[src/rtl/riscv_scoreboard_pkg.sv]
// Shared constants and types for the register scoreboard and its writeback path.
package riscv_scoreboard_pkg;

  localparam int PCNT_W = 3;

  typedef enum logic [1:0] {
    SRC_NONE = 2'd0,
    SRC_MEM  = 2'd1,
    SRC_ALU  = 2'd2
  } wb_src_e;

endpackage

[src/rtl/riscv_scoreboard_wb_arb.sv]
// Writeback arbiter (mem fixed priority over ALU) feeding a registered register-file write port.
module riscv_wb_arb
  import riscv_scoreboard_pkg::*;
#(
  parameter int XLEN = 32,
  parameter int REGA = 5
) (
  input  logic            clk,
  input  logic            rst,
  input  logic            flush,
  input  logic            mem_wb_valid,
  input  logic [REGA-1:0] mem_wb_rd,
  input  logic [XLEN-1:0] mem_wb_data,
  input  logic            alu_wb_valid,
  input  logic [REGA-1:0] alu_wb_rd,
  input  logic [XLEN-1:0] alu_wb_data,
  output logic            alu_wb_ready,
  output logic            rf_we,
  output logic [REGA-1:0] rf_waddr,
  output logic [XLEN-1:0] rf_wdata
);

  // A source transfers when valid && ready in the same cycle; mem has no ready
  // because it is always accepted, so the ALU only gets ready when mem is idle.
  wb_src_e         src;
  logic [REGA-1:0] sel_rd;
  logic [XLEN-1:0] sel_data;
  logic            rf_we_d, rf_we_q;
  logic [REGA-1:0] rf_waddr_d, rf_waddr_q;
  logic [XLEN-1:0] rf_wdata_d, rf_wdata_q;

  assign alu_wb_ready = !mem_wb_valid;

  always_comb begin
    src      = SRC_NONE;
    sel_rd   = '0;
    sel_data = '0;
    if (mem_wb_valid) begin
      src      = SRC_MEM;
      sel_rd   = mem_wb_rd;
      sel_data = mem_wb_data;
    end else if (alu_wb_valid) begin
      src      = SRC_ALU;
      sel_rd   = alu_wb_rd;
      sel_data = alu_wb_data;
    end
  end

  always_comb begin
    rf_we_d    = 1'b0;
    rf_waddr_d = rf_waddr_q;
    rf_wdata_d = rf_wdata_q;
    if (src != SRC_NONE && !flush) begin
      rf_we_d    = (sel_rd != '0);
      rf_waddr_d = sel_rd;
      rf_wdata_d = sel_data;
    end
  end

  always_ff @(posedge clk or posedge rst) begin
    if (rst) begin
      rf_we_q    <= 1'b0;
      rf_waddr_q <= '0;
      rf_wdata_q <= '0;
    end else begin
      rf_we_q    <= rf_we_d;
      rf_waddr_q <= rf_waddr_d;
      rf_wdata_q <= rf_wdata_d;
    end
  end

  assign rf_we    = rf_we_q;
  assign rf_waddr = rf_waddr_q;
  assign rf_wdata = rf_wdata_q;

endmodule

[src/rtl/riscv_scoreboard.sv]
// Register scoreboard: tracks pending destination registers, gates issue on hazards
// and capacity, and retires pending bits when the register file is written.
module riscv_scoreboard
  import riscv_scoreboard_pkg::*;
#(
  parameter int XLEN  = 32,
  parameter int REGA  = 5,
  parameter int DEPTH = 4
) (
  input  logic              clk,
  input  logic              rst,
  input  logic              id_valid,
  input  logic [REGA-1:0]   id_rs1,
  input  logic [REGA-1:0]   id_rs2,
  input  logic              id_use_rs1,
  input  logic              id_use_rs2,
  input  logic [REGA-1:0]   id_rd,
  input  logic              id_writes_rd,
  output logic              issue_ready,
  input  logic              mem_wb_valid,
  input  logic [REGA-1:0]   mem_wb_rd,
  input  logic [XLEN-1:0]   mem_wb_data,
  input  logic              alu_wb_valid,
  input  logic [REGA-1:0]   alu_wb_rd,
  input  logic [XLEN-1:0]   alu_wb_data,
  output logic              alu_wb_ready,
  output logic              rf_we,
  output logic [REGA-1:0]   rf_waddr,
  output logic [XLEN-1:0]   rf_wdata,
  input  logic              flush,
  output logic [PCNT_W-1:0] pending_count,
  output logic              sb_error
);

  localparam int NREG = 1 << REGA;
  localparam logic [REGA:0] DEPTH_V = (REGA + 1)'(DEPTH);

  logic [NREG-1:0] pending_d, pending_q;
  logic            sb_error_d, sb_error_q;
  logic [REGA:0]   cnt;
  logic            hazard, issue_fire, commit_ok;

  riscv_wb_arb #(.XLEN(XLEN), .REGA(REGA)) u_wb_arb (
    .clk          (clk),
    .rst          (rst),
    .flush        (flush),
    .mem_wb_valid (mem_wb_valid),
    .mem_wb_rd    (mem_wb_rd),
    .mem_wb_data  (mem_wb_data),
    .alu_wb_valid (alu_wb_valid),
    .alu_wb_rd    (alu_wb_rd),
    .alu_wb_data  (alu_wb_data),
    .alu_wb_ready (alu_wb_ready),
    .rf_we        (rf_we),
    .rf_waddr     (rf_waddr),
    .rf_wdata     (rf_wdata)
  );

  always_comb begin
    cnt = '0;
    for (int i = 0; i < NREG; i++) cnt = cnt + (REGA + 1)'(pending_q[i]);
  end

  // Hazards look only at registered pending bits: a commit becomes visible the cycle after rf_we.
  always_comb begin
    hazard = (id_use_rs1   && id_rs1 != '0 && pending_q[id_rs1]) ||
             (id_use_rs2   && id_rs2 != '0 && pending_q[id_rs2]) ||
             (id_writes_rd && id_rd  != '0 && pending_q[id_rd]);
    issue_ready = !hazard && !flush &&
                  (cnt < DEPTH_V || !id_writes_rd || id_rd == '0);
  end

  assign issue_fire = id_valid && issue_ready && id_writes_rd && id_rd != '0;
  assign commit_ok  = pending_q[rf_waddr];

  always_comb begin
    pending_d  = pending_q;
    sb_error_d = sb_error_q;
    if (flush) begin
      pending_d = '0;
    end else begin
      if (rf_we) begin
        if (commit_ok) pending_d[rf_waddr] = 1'b0;
        else           sb_error_d = 1'b1;
      end
      if (issue_fire) pending_d[id_rd] = 1'b1;
    end
    pending_d[0] = 1'b0;
  end

  always_ff @(posedge clk or posedge rst) begin
    if (rst) begin
      pending_q  <= '0;
      sb_error_q <= 1'b0;
    end else begin
      pending_q  <= pending_d;
      sb_error_q <= sb_error_d;
    end
  end

  assign pending_count = cnt[PCNT_W-1:0];
  assign sb_error      = sb_error_q;

endmodule

[config.mk]
export PLATFORM = sky130hd
export DESIGN_NAME = riscv_scoreboard
export DESIGN_NICKNAME = d
export VERILOG_FILES = /design/src/rtl/riscv_scoreboard_pkg.sv /design/src/rtl/riscv_scoreboard_wb_arb.sv /design/src/rtl/riscv_scoreboard.sv
export SDC_FILE = /design/constraint.sdc
export NUM_CORES = 1
export LEC_CHECK = 0
export ABC_AREA = 1
export CAP_MARGIN = 20
export CORE_UTILIZATION = 45
export CTS_CLUSTER_SIZE = 16
export DETAILED_ROUTE_END_ITERATION = 16
export PLACE_DENSITY = 0.74
export SYNTH_ARGS = -nofsm -noshare
export SYNTH_HDL_FRONTEND = slang
export SYNTH_HIERARCHICAL = 1
export SYNTH_SLANG_ARGS = --single-unit
[constraint.sdc]
create_clock -name clk -period 11.65 [get_ports clk]
set_input_delay 3.495 -clock clk [delete_from_list [all_inputs] [get_ports clk]]
set_output_delay 3.495 -clock clk [all_outputs]
set_load 0.01 [all_outputs]
==> results of run 1 <==
==> through the flow <==
stage	power, mW	hold WS, ns
after floorplan	0.3794	0.5025
after global placement	0.4657	0.4603
after detailed placement	0.4669	0.4657
after CTS	0.7451	0.4778
after global routing	0.7742	0.5300
final	0.7431	0.4711
==> cell type report <==
class / instances / area, um^2
timing repair buffer: 148 / 1464
sequential: 70 / 1752
clock inverter: 6 / 70.07
tap: 172 / 215.2
multi-input combinational: 601 / 3415
fill: 1201 / 5126
inverter: 106 / 400.4
clock buffer: 10 / 229.0
==> power groups by stage <==
| stage | Combinational [mW] | Clock, mW | Sequential, mW |
|---|---|---|---|
| 2_1_floorplan | 0.0953 | 0 | 0.284 |
| 3_3_place_gp | 0.189 | 0 | 0.276 |
| 3_5_place_dp | 0.190 | 0 | 0.277 |
| 4_1_cts | 0.191 | 0.281 | 0.273 |
| 5_1_grt | 0.209 | 0.290 | 0.275 |
| 6_report | 0.192 | 0.278 | 0.273 |
==> cells by family after synthesis <==
group,share of synthesized area (%)
compound gates,18.40
simple gates,30.41
flops,29.85
fa+ha+maj,9.339
buf+inv,12.00
==> state kept, by name (all words and copies together), names as in the netlist <==
signal / count
u_wb_arb/rf_we: 1
u_wb_arb/rf_waddr: 5
sb_error: 1
u_wb_arb/rf_wdata: 32
pending_q: 31
==> routing by layer <==
metal	track usage (%)	up-vias
met5	0	-
met2	42.10	296
met3	5.760	63
met1	37.36	2741
met4	17.52	0
li1	-	2893
==> final timing paths <==
path	start	endpoint	slack, ns	cells past startpoint
worst max-delay path	pending_q[1]	issue_ready	1.45	21
min in group asynchronous	rst	u_wb_arb/rf_wdata[29]	3.53	2
worst min-delay path	sb_error	sb_error	0.47	2
worst min register to register	sb_error	sb_error	0.47	2
max in group asynchronous	rst	u_wb_arb/rf_waddr[0]	7.38	3
worst max register to register	pending_q[1]	pending_q[13]	5.49	22
==> cell usage in the layout, fill, tap and decap left out, types with 2 or more instances in the layout <==
cell	count
nand2_1	244
o22ai_1	14
a31oi_1	4
nand3_1	63
nand4_1	2
dfrtp_1	70
o211ai_1	6
inv_1	100
ha_1	7
nand2_2	3
buf_4	7
clkinvlp_4	3
nor3_1	9
clkdlybuf4s50_1	141
inv_6	2
nand3_2	9
nor2_4	2
clkbuf_16	9
inv_2	4
a31oi_2	28
a21boi_0	4
nor2_1	96
o21ai_0	11
o31ai_1	32
fa_1	23
a21oi_1	34
o21bai_1	4
==> worst reg2reg max path, stage by stage (launching register included) <==
cell and delay (ns):
dfrtp_1 0.58, inv_1 0.12, fa_1 0.57, fa_1 0.44
fa_1 0.49, fa_1 0.57, fa_1 0.44, fa_1 0.50
inv_1 0.05, fa_1 0.39, fa_1 0.39, nand2_1 0.08
nand2_1 0.06, nor2_1 0.10, nand3_1 0.11, nor2_1 0.11
nand3_1 0.08, nand2_1 0.14, nand2_2 0.08, nor2_4 0.09
buf_4 0.34, nand3_1 0.14, a21oi_1 0.19
==> impl_metrics.json, run 1 <==
{
  "path_delay_family": "adder cells",
  "die-area_um2": 13500,
  "slew_headroom_pct": 37.98,
  "path_clk_slew_ns": 0.06,
  "diodes": 0,
  "die_x_um": 116.2,
  "clock-root-buffer": "clkbuf_16",
  "finalHoldViolations": 0,
  "rows": 41,
  "synth_warnings": 6,
  "nets": 1064,
  "grt-ovfl-total": 0,
  "cts_tree": "done",
  "grt_use_total_pct": 28.13,
  "place_area_um2": 7246,
  "setup_ws_ns": 1.453,
  "synth_area_leaders": "dfrtp_1 (30%), nand2_1 (16%), fa_1 (7.8%), inv_1 (6.4%), nor2_1 (6.2%)",
  "slowest_stage": "clkdlybuf4s50_1",
  "seqPwrFrac_pct": 36.7,
  "cp-end-kind": "output port",
  "clock_skew_ns": 0.008144,
  "drt_iter0_markers": 592,
  "p_int_uw": 516.6,
  "dp_hpwl_mm": 13.40,
  "synth-edff-count": 0,
  "ctsResizeCount": 0,
  "wl_met2_mm": 8.165,
  "yosysMostFrequentCell": "nand2_1",
  "drt_wl_total_mm": 18.28,
  "drc": 0,
  "crit_type": "reg2out",
  "clkLatencyLatePin_ns": 0.33,
  "cp.buffers_inverters": 4,
  "cts_hold_buf": 0,
  "wl_met3_mm": 1.527,
  "p_per_area_nw_per_um2": 98.49,
  "vias_per_cell": 5.385,
  "critPathMaxFanout": 32,
  "netlist_area_um2": 5868,
  "cap_violations": 0,
  "grt_antenna_before_repair": 0,
  "syn_inst": 820,
  "rsz0062_at_grt": "false",
  "startpoint_type": "register",
  "worst_path_largest_cell_delay_ns": 0.62,
  "synth_flop_cell": "dfrtp_1",
  "top_layer": "met4",
  "wl_per_cell_um": 16.43,
  "grt_pass1_wl_mm": 28.99,
  "path_cells": "inv_1 -> fa_1 -> fa_1 -> fa_1 -> fa_1 -> fa_1 -> fa_1 -> inv_1 -> fa_1 -> fa_1 -> nand2_1 -> nand2_1 -> nor2_1 -> nand3_1 -> nor2_1 -> nand3_1 -> nand2_1 -> nand2_2 -> nor2_4 -> buf_4 -> clkdlybuf4s50_1",
  "grt_pass1_vias": 5716,
  "setup-violations-final": 0,
  "power_switching_uw": 226.4,
  "ir_drop_mv": 0.07425,
  "ys_async_sr_fraction_pct": 100.0,
  "status": "finished clean",
  "post_cts_buffers": 0,
  "cts_buffer_depth": 2,
  "drt-met1-wl_mm": 7.749,
  "synth.top_cell.area_share_pct": 29.85,
  "pre_cts_slack_ns": 1.749,
  "clkPwrFrac_pct": 37.4,
  "final_area_um2": 7545,
  "pwr-share-comb_pct": 25.9,
  "cp.arrival_ns": 6.70,
  "path_common_cell": "fa_1",
  "grt_max_degree": 44,
  "tightest_slew_ns": 0.9282,
  "synth-seq-cells": 70,
  "io_buffer_count": 141,
  "gp_congestion": 1.001,
  "dr_total_vias": 5993,
  "coreArea_um2": 12670,
  "postRouteAntennaNets": 0,
  "synth_top_cell_by_area": "dfrtp_1",
  "worstPathRequired_ns": 8.16,
  "drive_above_1_share_pct": 7.545,
  "ys_seq_area_share_pct": 29.85,
  "timing.final.crit_share_pct": 87.53,
  "finalNonFillerCells": 1113,
  "netSwitchingFraction_pct": 30.47,
  "avgSynthCellArea_um2": 7.156,
  "slew_viol_final": 0,
  "synth_commonest_cells": "nand2_1 (244), inv_1 (100), nor2_1 (97)",
  "tns_ns": 0,
  "start_util_pct": 46.31,
  "synth.distinct_cells": 35,
  "period_needed_ns": 10.20,
  "clkSinkCount": 70,
  "leakagePower_nw": 3.303,
  "ioPinCount": 142,
  "utilization_pct": 59.54,
  "syn-num-nets": 948,
  "area_delta_synth_final_pct": 28.57,
  "fp.dieH_um": 116.2,
  "drtPass1Iterations": 5,
  "cts_buffers": 9,
  "dp.cells": 1097,
  "max_freq_ghz": 0.09807,
  "min_path_type": "reg2reg",
  "h-tree-depth": 3
}
Power figures use the tool's default switching activity.
==> inputs of run 2 (changes only) <==
--- a/config.mk
+++ b/config.mk
@@ -7,10 +7,12 @@
 export LEC_CHECK = 0
 export ABC_AREA = 1
 export CAP_MARGIN = 20
+export CORE_MARGIN = 1
 export CORE_UTILIZATION = 45
 export CTS_CLUSTER_SIZE = 16
 export DETAILED_ROUTE_END_ITERATION = 16
 export PLACE_DENSITY = 0.74
+export SLEW_MARGIN = 20
 export SYNTH_ARGS = -nofsm -noshare
 export SYNTH_HDL_FRONTEND = slang
 export SYNTH_HIERARCHICAL = 1
==> constraint.sdc (replaced) <==
create_clock -name clk -period 9.5 [get_ports clk]
set_input_delay 2.85 -clock clk [delete_from_list [all_inputs] [get_ports clk]]
set_output_delay 2.85 -clock clk [all_outputs]
set_load 0.01 [all_outputs]
==> run 2 against run 1 <==
Largest power group is now registers. Sequential power up 23%. Clock power up 20%. Global-route usage up 0.73 points. Flip-flop and latch count unchanged. Sequential share of layout area about the same. Critical path type unchanged. Non-clock buffer count up 2. Critical endpoint unchanged. Clock skew about the same.
==> impl_metrics.json, run 2 (synthesized netlist as in run 1, its figures left out) <==
{
  "utilization_pct": 59.61,
  "crit_type": "reg2out",
  "fp.dieH_um": 116.2,
  "regArea_um2": 1752,
  "leakagePower_nw": 3.317,
  "ctsResizeCount": 0,
  "status": "finished clean",
  "dr_total_vias": 5990,
  "grt_antenna_before_repair": 0,
  "total_power_uw": 908.1,
  "coreArea_um2": 12670,
  "diodes": 0,
  "h-tree-depth": 3,
  "cp.arrival_ns": 6.20,
  "max_freq_ghz": 0.1105,
  "die-area_um2": 13500,
  "p_per_area_nw_per_um2": 120.2,
  "path_clk_slew_ns": 0.06,
  "cts_tree": "done",
  "setup-violations-final": 0,
  "largest_reg_flops": 32,
  "startpoint_type": "register",
  "finalHoldViolations": 0,
  "clkLatencyLatePin_ns": 0.34,
  "drive_above_1_share_pct": 7.635,
  "grt_pass1_vias": 5534,
  "min_path_type": "reg2reg",
  "rows": 41,
  "postRouteAntennaNets": 0,
  "io_buffer_count": 141,
  "slew_headroom_pct": 33.23,
  "rsz0062_at_grt": "false",
  "final_cell_mix": "nand2_1 (244), clkdlybuf4s50_1 (141), inv_1 (100)",
  "clock_skew_ns": 0.008634,
  "setup_ws_ns": 0.4507,
  "grt_max_degree": 65,
  "multi_input_area_um2": 3415,
  "slew_viol_final": 0,
  "start_util_pct": 46.31,
  "die_x_um": 116.2,
  "drc": 0,
  "drtPass1Iterations": 6,
  "drt_wl_total_mm": 18.72,
  "period_needed_ns": 9.049,
  "timing.final.crit_share_pct": 95.26,
  "layout_commonest_cell": "nand2_1",
  "final_area_um2": 7553,
  "dp_hpwl_mm": 14.28,
  "place_area_um2": 7261,
  "cts_hold_buf": 0,
  "critPathMaxFanout": 5,
  "post_cts_buffers": 0,
  "gp_congestion": 0.9815,
  "cap_violations": 0,
  "nets": 1066,
  "nFillCells": 1217,
  "grt_pass1_wl_mm": 29.39,
  "clock-root-buffer": "clkbuf_16",
  "ioPinCount": 142,
  "cts_buffers": 9,
  "grt_use_total_pct": 28.86,
  "tightest_slew_ns": 1.000,
  "wl_per_cell_um": 16.79,
  "cp-end-kind": "output port",
  "cts_buffer_depth": 2,
  "vias_per_cell": 5.372,
  "tns_ns": 0,
  "worstPathRequired_ns": 6.65,
  "ir_drop_mv": 0.08842,
  "area_delta_synth_final_pct": 28.72,
  "grt-ovfl-total": 0,
  "clkSinkCount": 70,
  "drt_iter0_markers": 654,
  "pre_cts_slack_ns": 0.8422
}
[run 2: cell types whose count changed in the layout (fill, tap and decap cells not counted), sizes merged]
cell	previous run	this run
buf	7	9
clkinv	1	4
inv	107	105
clkinvlp	3	1
clkbuf	10	11
[run 2: layer usage]
layer / wire, um / vias to the layer above / track usage (%)
met5: 0 / - / 0
met4: 529 / 0 / 10.34
met3: 1531 / 40 / 6.954
met2: 8640 / 280 / 44.05
met1: 8015 / 2778 / 39.88
li1: - / 2892 / -
[run 2: power by group]
part	total (mW)	switching [mW]	internal, mW
Combinational	0.241	0.132	0.109
Clock	0.333	0.129	0.204
Sequential	0.335	0.0145	0.320
Total	0.908	0.275	0.633
[run 2: per-stage QoR]
| step | hold WS [ns] | std cells |
|---|---|---|
| floorplan | 0.5025 | 820 |
| global placement | 0.4790 | 1099 |
| detailed placement | 0.4774 | 1099 |
| CTS | 0.4916 | 1115 |
| global route | 0.5030 | 1115 |
| finish | 0.4827 | 1115 |
[run 2: final cells by class]
class | instances | area share (%)
repair buffers | 150 | 19.58
clock buffers | 11 | 3.081
clock inverters | 5 | 0.7951
multi-input cells | 601 | 45.20
inverters | 106 | 5.301
well taps | 172 | 2.849
flip-flops and latches | 70 | 23.19
[run 2: final timing paths]
kind | start | endpoint | slack, ns | depth (start not counted)
setup / recovery | pending_q[18] | issue_ready | 0.45 | 22
hold / removal | sb_error | sb_error | 0.48 | 2
setup reg to reg | pending_q[18] | pending_q[1] | 3.43 | 24
hold reg to reg | sb_error | sb_error | 0.48 | 2
max in group asynchronous | rst | u_wb_arb/rf_wdata[11] | 5.88 | 3
min in group asynchronous | rst | u_wb_arb/rf_wdata[24] | 2.88 | 2
[run 2: worst max-delay path: stages, from the launching register on]
cell             delay (ns)
dfrtp_1                0.44
fa_1                   0.56
inv_1                  0.05
fa_1                   0.51
inv_1                  0.05
fa_1                   0.47
inv_1                  0.06
fa_1                   0.45
fa_1                   0.48
fa_1                   0.49
inv_1                  0.05
fa_1                   0.39
fa_1                   0.39
nand2_1                0.09
nand2_1                0.07
nor2_1                 0.08
nand3_1                0.14
nor2_1                 0.15
nand3_1                0.08
nand2_1                0.11
nand2_2                0.07
nor2_4                 0.11
clkdlybuf4s50_1        0.56
